--- config.mk ---
export PLATFORM = sky130hd
export DESIGN_NAME = mem_arbiter
export DESIGN_NICKNAME = d
export VERILOG_FILES = /design/src/rtl/hazwell_mem_pkg.sv /design/src/rtl/mem_arb_pick.sv /design/src/rtl/mem_arbiter.sv
export SDC_FILE = /design/constraint.sdc
export NUM_CORES = 1
export LEC_CHECK = 0
export ABC_AREA = 1
export CORE_AREA = 2 2 115 117
export CTS_CLUSTER_SIZE = 14
export DETAILED_ROUTE_END_ITERATION = 7
export DIE_AREA = 0 0 117 119
export PLACE_DENSITY = 0.84
export SYNTH_ARGS = -nofsm -noshare
export SYNTH_HDL_FRONTEND = slang
export SYNTH_SLANG_ARGS = --single-unit
--- constraint.sdc ---
create_clock -name iClk -period 3.46 [get_ports iClk]
set_input_delay 0.692 -clock iClk [delete_from_list [all_inputs] [get_ports iClk]]
set_output_delay 0.692 -clock iClk [all_outputs]
set_load 0.01 [all_outputs]
--- src/rtl/hazwell_mem_pkg.sv ---
// Shared types and constants for the memory-port arbiter: FSM state encoding,
// requester IDs and the memory read/write polarity.
package hazwell_mem_pkg;

    typedef enum logic [1:0] {
        IDLE   = 2'd0,
        ACCESS = 2'd1,
        DONE   = 2'd2
    } state_e;

    localparam logic REQ_FETCH    = 1'b0;
    localparam logic REQ_DATA     = 1'b1;

    localparam logic MEM_RW_READ  = 1'b0;
    localparam logic MEM_RW_WRITE = 1'b1;

    // Wide enough for the largest legal latency of 15 cycles.
    localparam int CNT_W = 4;

endpackage

--- src/rtl/mem_arb_pick.sv ---
// Combinational grant select between instruction fetch and load/store.
// MEM_ARBITER_RR_EN selects round-robin; otherwise data has fixed priority.
module mem_arb_pick
    import hazwell_mem_pkg::*;
(
    input  logic fetchReq_i,
    input  logic dataReq_i,
    input  logic lastGrant_i,
    output logic anyReq_o,
    output logic winner_o
);

    assign anyReq_o = fetchReq_i | dataReq_i;

`ifdef MEM_ARBITER_RR_EN
    // On contention the requester that was not granted last time wins.
    always_comb begin
        winner_o = REQ_DATA;
        if (fetchReq_i && dataReq_i) begin
            winner_o = (lastGrant_i == REQ_DATA) ? REQ_FETCH : REQ_DATA;
        end else if (fetchReq_i) begin
            winner_o = REQ_FETCH;
        end
    end
`else
    logic unusedLastGrant;
    assign unusedLastGrant = lastGrant_i;

    always_comb begin
        winner_o = dataReq_i ? REQ_DATA : REQ_FETCH;
    end
`endif

endmodule

--- src/rtl/mem_arbiter.sv ---
// Shares one memory port between fetch and load/store, one word per access
// with a fixed MEM_LAT-cycle latency. MEM_ARBITER_RR_EN enables round-robin.
module mem_arbiter
    import hazwell_mem_pkg::*;
#(
    parameter int unsigned MEM_LAT = 1
) (
    input  logic        iClk,
    input  logic        iRst,
    input  logic        iFetchReq,
    input  logic [31:0] iFetchAddr,
    output logic [31:0] oFetchData,
    output logic        oFetchAck,
    input  logic        iDataReq,
    input  logic        iDataRW,
    input  logic [31:0] iDataAddr,
    input  logic [31:0] iDataWr,
    output logic [31:0] oDataRd,
    output logic        oDataAck,
    output logic [31:0] oMemAddr,
    output logic [31:0] oMemData,
    input  logic [31:0] iMemData,
    output logic        oMemRW,
    output logic        oMemEn
);

    localparam logic [CNT_W-1:0] LAT_LOAD = CNT_W'(MEM_LAT);

    state_e            state_q, state_d;
    logic [CNT_W-1:0]  cnt_q, cnt_d;
    logic [31:0]       addr_q, addr_d;
    logic [31:0]       wdata_q, wdata_d;
    logic              rw_q, rw_d;
    logic              winner_q, winner_d;
    logic              memEn_q, memEn_d;
    logic              fetchAck_q, fetchAck_d;
    logic              dataAck_q, dataAck_d;
    logic [31:0]       fetchData_q, fetchData_d;
    logic [31:0]       dataRd_q, dataRd_d;
    logic              lastGrant;
    logic              anyReq;
    logic              pick;

`ifdef MEM_ARBITER_RR_EN
    logic lastGrant_q, lastGrant_d;
    assign lastGrant = lastGrant_q;
`else
    assign lastGrant = REQ_FETCH;
`endif

    mem_arb_pick u_pick (
        .fetchReq_i  (iFetchReq),
        .dataReq_i   (iDataReq),
        .lastGrant_i (lastGrant),
        .anyReq_o    (anyReq),
        .winner_o    (pick)
    );

    // Next-state and registered-output logic; everything holds unless a
    // transition below says otherwise, and the ack pulses self-clear.
    always_comb begin
        state_d     = state_q;
        cnt_d       = cnt_q;
        addr_d      = addr_q;
        wdata_d     = wdata_q;
        rw_d        = rw_q;
        winner_d    = winner_q;
        memEn_d     = 1'b0;
        fetchAck_d  = 1'b0;
        dataAck_d   = 1'b0;
        fetchData_d = fetchData_q;
        dataRd_d    = dataRd_q;
`ifdef MEM_ARBITER_RR_EN
        lastGrant_d = lastGrant_q;
`endif

        case (state_q)
            IDLE: begin
                if (anyReq) begin
                    state_d  = ACCESS;
                    cnt_d    = LAT_LOAD;
                    winner_d = pick;
                    memEn_d  = 1'b1;
`ifdef MEM_ARBITER_RR_EN
                    lastGrant_d = pick;
`endif
                    if (pick == REQ_DATA) begin
                        addr_d  = iDataAddr;
                        wdata_d = iDataWr;
                        rw_d    = iDataRW;
                    end else begin
                        addr_d  = iFetchAddr;
                        rw_d    = MEM_RW_READ;
                    end
                end
            end

            ACCESS: begin
                if (cnt_q == CNT_W'(1)) begin
                    state_d = DONE;
                    if (winner_q == REQ_DATA) begin
                        dataAck_d = 1'b1;
                        if (rw_q != MEM_RW_WRITE) begin
                            dataRd_d = iMemData;
                        end
                    end else begin
                        fetchAck_d  = 1'b1;
                        fetchData_d = iMemData;
                    end
                end else begin
                    cnt_d   = cnt_q - CNT_W'(1);
                    memEn_d = 1'b1;
                end
            end

            DONE: begin
                state_d = IDLE;
            end

            default: begin
                state_d = IDLE;
            end
        endcase
    end

    // Synchronous reset drops any transaction in flight without an ack.
    always_ff @(posedge iClk) begin
        if (iRst) begin
            state_q     <= IDLE;
            cnt_q       <= '0;
            addr_q      <= '0;
            wdata_q     <= '0;
            rw_q        <= MEM_RW_READ;
            winner_q    <= REQ_FETCH;
            memEn_q     <= 1'b0;
            fetchAck_q  <= 1'b0;
            dataAck_q   <= 1'b0;
            fetchData_q <= '0;
            dataRd_q    <= '0;
`ifdef MEM_ARBITER_RR_EN
            lastGrant_q <= REQ_FETCH;
`endif
        end else begin
            state_q     <= state_d;
            cnt_q       <= cnt_d;
            addr_q      <= addr_d;
            wdata_q     <= wdata_d;
            rw_q        <= rw_d;
            winner_q    <= winner_d;
            memEn_q     <= memEn_d;
            fetchAck_q  <= fetchAck_d;
            dataAck_q   <= dataAck_d;
            fetchData_q <= fetchData_d;
            dataRd_q    <= dataRd_d;
`ifdef MEM_ARBITER_RR_EN
            lastGrant_q <= lastGrant_d;
`endif
        end
    end

    assign oMemEn     = memEn_q;
    assign oMemRW     = rw_q;
    assign oMemAddr   = addr_q;
    assign oMemData   = wdata_q;
    assign oFetchAck  = fetchAck_q;
    assign oFetchData = fetchData_q;
    assign oDataAck   = dataAck_q;
    assign oDataRd    = dataRd_q;

endmodule

Yosys cells after proc, flatten, opt, wreduce, memory -nomap -nowiden
Index checks and enable logic that the tools add are counted.
{ "op_classes": {"n_bitwise": 5, "add_sub_neg": 1, "eq_ne": 5, "n_mux": 14, "reduce_logical": 9} }
{ "ops": {"columns": ["cell", "n"], "rows": [
  ["two-way mux 32 bit", 1],
  ["AND reduction 3 bit", 3],
  ["two-way mux 4 bit", 2],
  ["one-hot mux 4 bit (2 select lines)", 1],
  ["two-way mux 1 bit", 6],
  ["inequality test 2 bit, second input constant", 3],
  ["equality test 4 x 1 -> 1 bit, second input constant", 1],
  ["two-way mux 2 bit", 2],
  ["NOT 1 bit", 4],
  ["one-hot mux 2 bit (2 select lines)", 1],
  ["AND reduction 2 bit", 2],
  ["AND reduction 4 bit", 1],
  ["subtractor 4 x 1 -> 4 bit, second input constant", 1],
  ["OR reduction 3 bit", 1],
  ["equality test 2 x 1 -> 1 bit, second input constant", 1],
  ["zero test 2 bit", 1],
  ["one-hot mux 1 bit (2 select lines)", 1],
  ["nonzero test 2 bit", 1],
  ["OR 1 bit", 1]
]} }
{ "word_totals": {"output_inout_bits": 132, "input_bits": 133, "word_cells": 45, "reg_bits": 139} }

Longest topological paths before layout
{ "logic_depth": {"word_depth": 3, "ltp_mapped": 8, "depth_no_buf": 8} }

Cells and area by module
Synthesis repeated with hierarchy kept, for this count alone.
{ "hier_totals": {"cells_unflattened": 662, "hier_area_um2": 5191.2} }
{ "by_module_without_submodules": {"columns": ["module", "instances", "area_each_um2", "cells_each"], "rows": [
  ["mem_arbiter", 1, 5172.5, 658],
  ["mem_arb_pick", 1, 18.8, 4]
]} }

Least setup slack after synthesis
No wires, ideal clock.
{ "synth_path": {"path_kind": "in2reg", "startpoint": "input iDataReq", "endpoint": "register addr_q[10] (netlist: oMemAddr[10])", "stages": 6, "arrival_ns": 1.411, "path_buffers": 2, "setup_slack_ns": 1.933, "setup_ns": 0.116, "cell_sequence": "buf_4 o21ai_4 inv_2 buf_2 nor2_1 nor2_1"} }
{ "synth_via": {"elab_chain_len": 2} }
{ "synth_lines": {"columns": ["element", "line_no", "rtl"], "rows": [
  ["from (decl)", "mem_arbiter.sv:14", "input logic iDataReq,"],
  ["two-way mux 1 bit / OR 1 bit (equally long branches)", "mem_arb_pick.sv:30, mem_arb_pick.sv:13", null],
  ["two-way mux 32 bit / AND reduction 2 bit (equally long branches)", null, null],
  ["to (signal assigned)", "mem_arbiter.sv:146", "addr_q <= addr_d;"],
  ["to (decl)", "mem_arbiter.sv:31", "logic [31:0] addr_q, addr_d;"]
]} }
Several ways; a longest one is shown, not always the timed one.
A chain may end at the register's enable or synchronous reset.

Worst setup path after layout
{ "layout_path": {"startpoint": "input iDataReq", "endpoint": "register wdata_q[13] (netlist: oMemData[13])"} }
{ "layout_via": {"elab_chain_len": 2} }
{ "layout_lines": {"columns": ["element", "line_no", "rtl"], "rows": [
  ["OR 1 bit / two-way mux 1 bit (equally long branches)", "mem_arb_pick.sv:13, mem_arb_pick.sv:30", null],
  ["AND reduction 3 bit (no line) *", null, null],
  ["to (signal assigned)", "mem_arbiter.sv:147", "wdata_q <= wdata_d;"],
  ["to (decl)", "mem_arbiter.sv:32", "logic [31:0] wdata_q, wdata_d;"]
]} }
Mark *: on every way between the ends. The rest lies on a longest branch, timed or not.

==> impl_metrics.json <==
{
  "status": "complete, no violations",
  "tns_ns": 0,
  "grt-ovfl-total": 0,
  "synth.area.top_cells": "dfxtp_1, nor2_1, nand2_1, o21ai_0, a21oi_1",
  "synth_seq_area_share_pct": 52.06,
  "max_clock_freq_mhz": 436.8,
  "ios": 265,
  "synth_warnings": 0,
  "skew_ns": 0.009970,
  "syn_inst": 721,
  "synth_top_area_cell": "dfxtp_1",
  "first_global_vias": 5239,
  "layout_common_cells": "clkdlybuf4s50_1, nor2_1, dfxtp_1",
  "cts_buffer_depth": 2,
  "vias_per_cell": 4.794,
  "cts.sinks": 139,
  "cp_max_fo": 33,
  "final.fill_count": 1081,
  "finalCriticalPeriod_ns": 2.289,
  "insertedDiodeCount": 0,
  "final_hold_viol_count": 0,
  "core_um2": 12870,
  "die_width_um": 117,
  "ys.flop_type": "dfxtp_1",
  "mostFrequentLayoutCell": "clkdlybuf4s50_1",
  "htree_levels": 4,
  "ys_ff_latch": 139,
  "hpwl_um": 11010,
  "clockRootBuffer": "clkbuf_16",
  "drive_gt1_share_pct": 5.550,
  "firstDrtPassIters": 7,
  "synth_top_area_share_pct": 52.06,
  "critPathLaunchType": "input port",
  "fin_nets": 1097,
  "track_usage_pct": 22.70,
  "post_drt_wl_per_cell_um": 13.88,
  "hold_path_class": "reg2reg",
  "grt_start_max_net_pins": 77,
  "cts_made_buffers": 17,
  "holdPathStages": 2,
  "start_util_pct": 41.52,
  "critPathKind": "in2reg",
  "die_area_um2": 13920,
  "p_per_area_nw_per_um2": 549.8,
  "port_buffers": 264,
  "clock_latency_ns": 0.40,
  "ant_nets": 0,
  "async_flop_share_pct": 0,
  "place.gp.congestion": 0.7812,
  "syn_nets": 856,
  "fp-row-count": 42,
  "post-route-period-util_pct": 66.17,
  "syn_area_um2": 5345,
  "routed_wl_um": 15940,
  "drv_slew": 0,
  "power_uw": 4757,
  "final_area_um2": 8651,
  "avgSynthCellArea_um2": 7.413,
  "tightest_slew_ns": 0.6426,
  "post-cts-setup-buffers": 0,
  "post-place-ws_ns": 0.7343,
  "r2r_cells": 7,
  "crit_path_end_kind": "flop",
  "p_leak_uw": 0.003426,
  "cts_hold_buf": 0,
  "fin_ws_ns": 1.171,
  "rsz0062_at_grt": "false",
  "cts.clk_slew.worst_paths_ns": 0.06,
  "synth_cell_types": 22,
  "ir_worst_vdd_mv": 0.3485,
  "cts_tree": "built",
  "max_slew_margin_pct": 57.01,
  "setup_viol": 0,
  "via_count": 5508,
  "cts_resized": 0,
  "syn_to_final_growth_pct": 61.84,
  "arrival_ns": 2.58,
  "placed_area_um2": 8005,
  "die_h_um": 119,
  "antenna_found_initial": 0,
  "drv_cap": 0,
  "drc": 0,
  "initialDrtViolationCount": 455,
  "critPathRequiredTime_ns": 3.75,
  "grt_pass1_wl_um": 25040,
  "synth_edf_count": 0
}
-- cells in the mapped netlist (3+ instances only) --
master and count:
o21ai_0 90, buf_2 18, buf_6 3, nand3_1 36, a21oi_1 37, clkbuf_2 4
buf_4 8, nor2_1 199, inv_1 6, o21ai_1 7, dfxtp_1 139, clkbuf_1 15
inv_2 8, nand2_1 137, nand2_2 3, nor2_4 3
-- layout make-up --
cell class / instances / area (µm²) / area share (%)
Clock buffer: 19 / 452.9 / 5.236
Clock inverter: 11 / 192.7 / 2.227
Inverter: 14 / 52.55 / 0.6075
Multi-Input combinational cell: 520 / 2250 / 26.01
Tap cell: 176 / 220.2 / 2.546
Sequential cell: 139 / 2783 / 32.17
Timing Repair Buffer: 270 / 2700 / 31.21
-- metal layers --
metal  up-vias  share of wire (%)  wire (µm)  track usage [%]
met1      2482                 40       6426            25.05
met2       222                 49       7763            40.35
met4         0                2.0        323            6.838
li1       2782                  -          -                -
met3        22                9.0       1430            8.041
met5         -                  0          0                0
-- path summary, 6_finish.rpt --
check	start	end	slack, ns
worst max-delay path	iDataReq	oMemData[13]	1.17
worst min-delay path	oDataRd[23]	oDataRd[23]	0.46
worst max register to register	cnt_q[1]	oDataRd[19]	1.29
worst min register to register	oDataRd[23]	oDataRd[23]	0.46
-- critical path, stage by stage --
cell and delay (ns):
clkdlybuf4s50_1 0.62, inv_2 0.29, nor2_4 0.40, inv_2 0.31, nor2_1 0.19, nor2_1 0.07
-- power by group --
| part | internal [µW] | switching, µW |
|---|---|---|
| Combinational | 481 | 467 |
| Clock | 1310 | 671 |
| Sequential | 1750 | 77.7 |
-- cells by family after synthesis --
group,count (synthesis),share of synthesized area [%]
AO/OA/AOI/OAI,135,12.85
AND/OR/NAND/NOR,383,28.77
buffers and inverters,62,5.852
adder cells (fa/ha/maj),2,0.4681
flip-flops,139,52.06
-- flip-flops by register name (all words and copies together) (netlist names) --
register and cells:
oDataRd 32, oFetchData 32, oMemData 32, oMemEn 1, oFetchAck 1, state_q 2
oMemAddr 32, oDataAck 1, winner_q 1, cnt_q 4, oMemRW 1
-- stage by stage --
stage / cells / hold slack [ns] / util, %
final: 1149 / 0.4580 / 67.19
after global routing: 1149 / 0.4726 / 67.19
after CTS: 1149 / 0.4604 / 67.19
after detailed placement: 1119 / 0.4526 / 62.18
after global placement: 1119 / 0.4479 / 62.18
after floorplan: 721 / 0.4536 / -
Power figures use the tool's default switching activity.
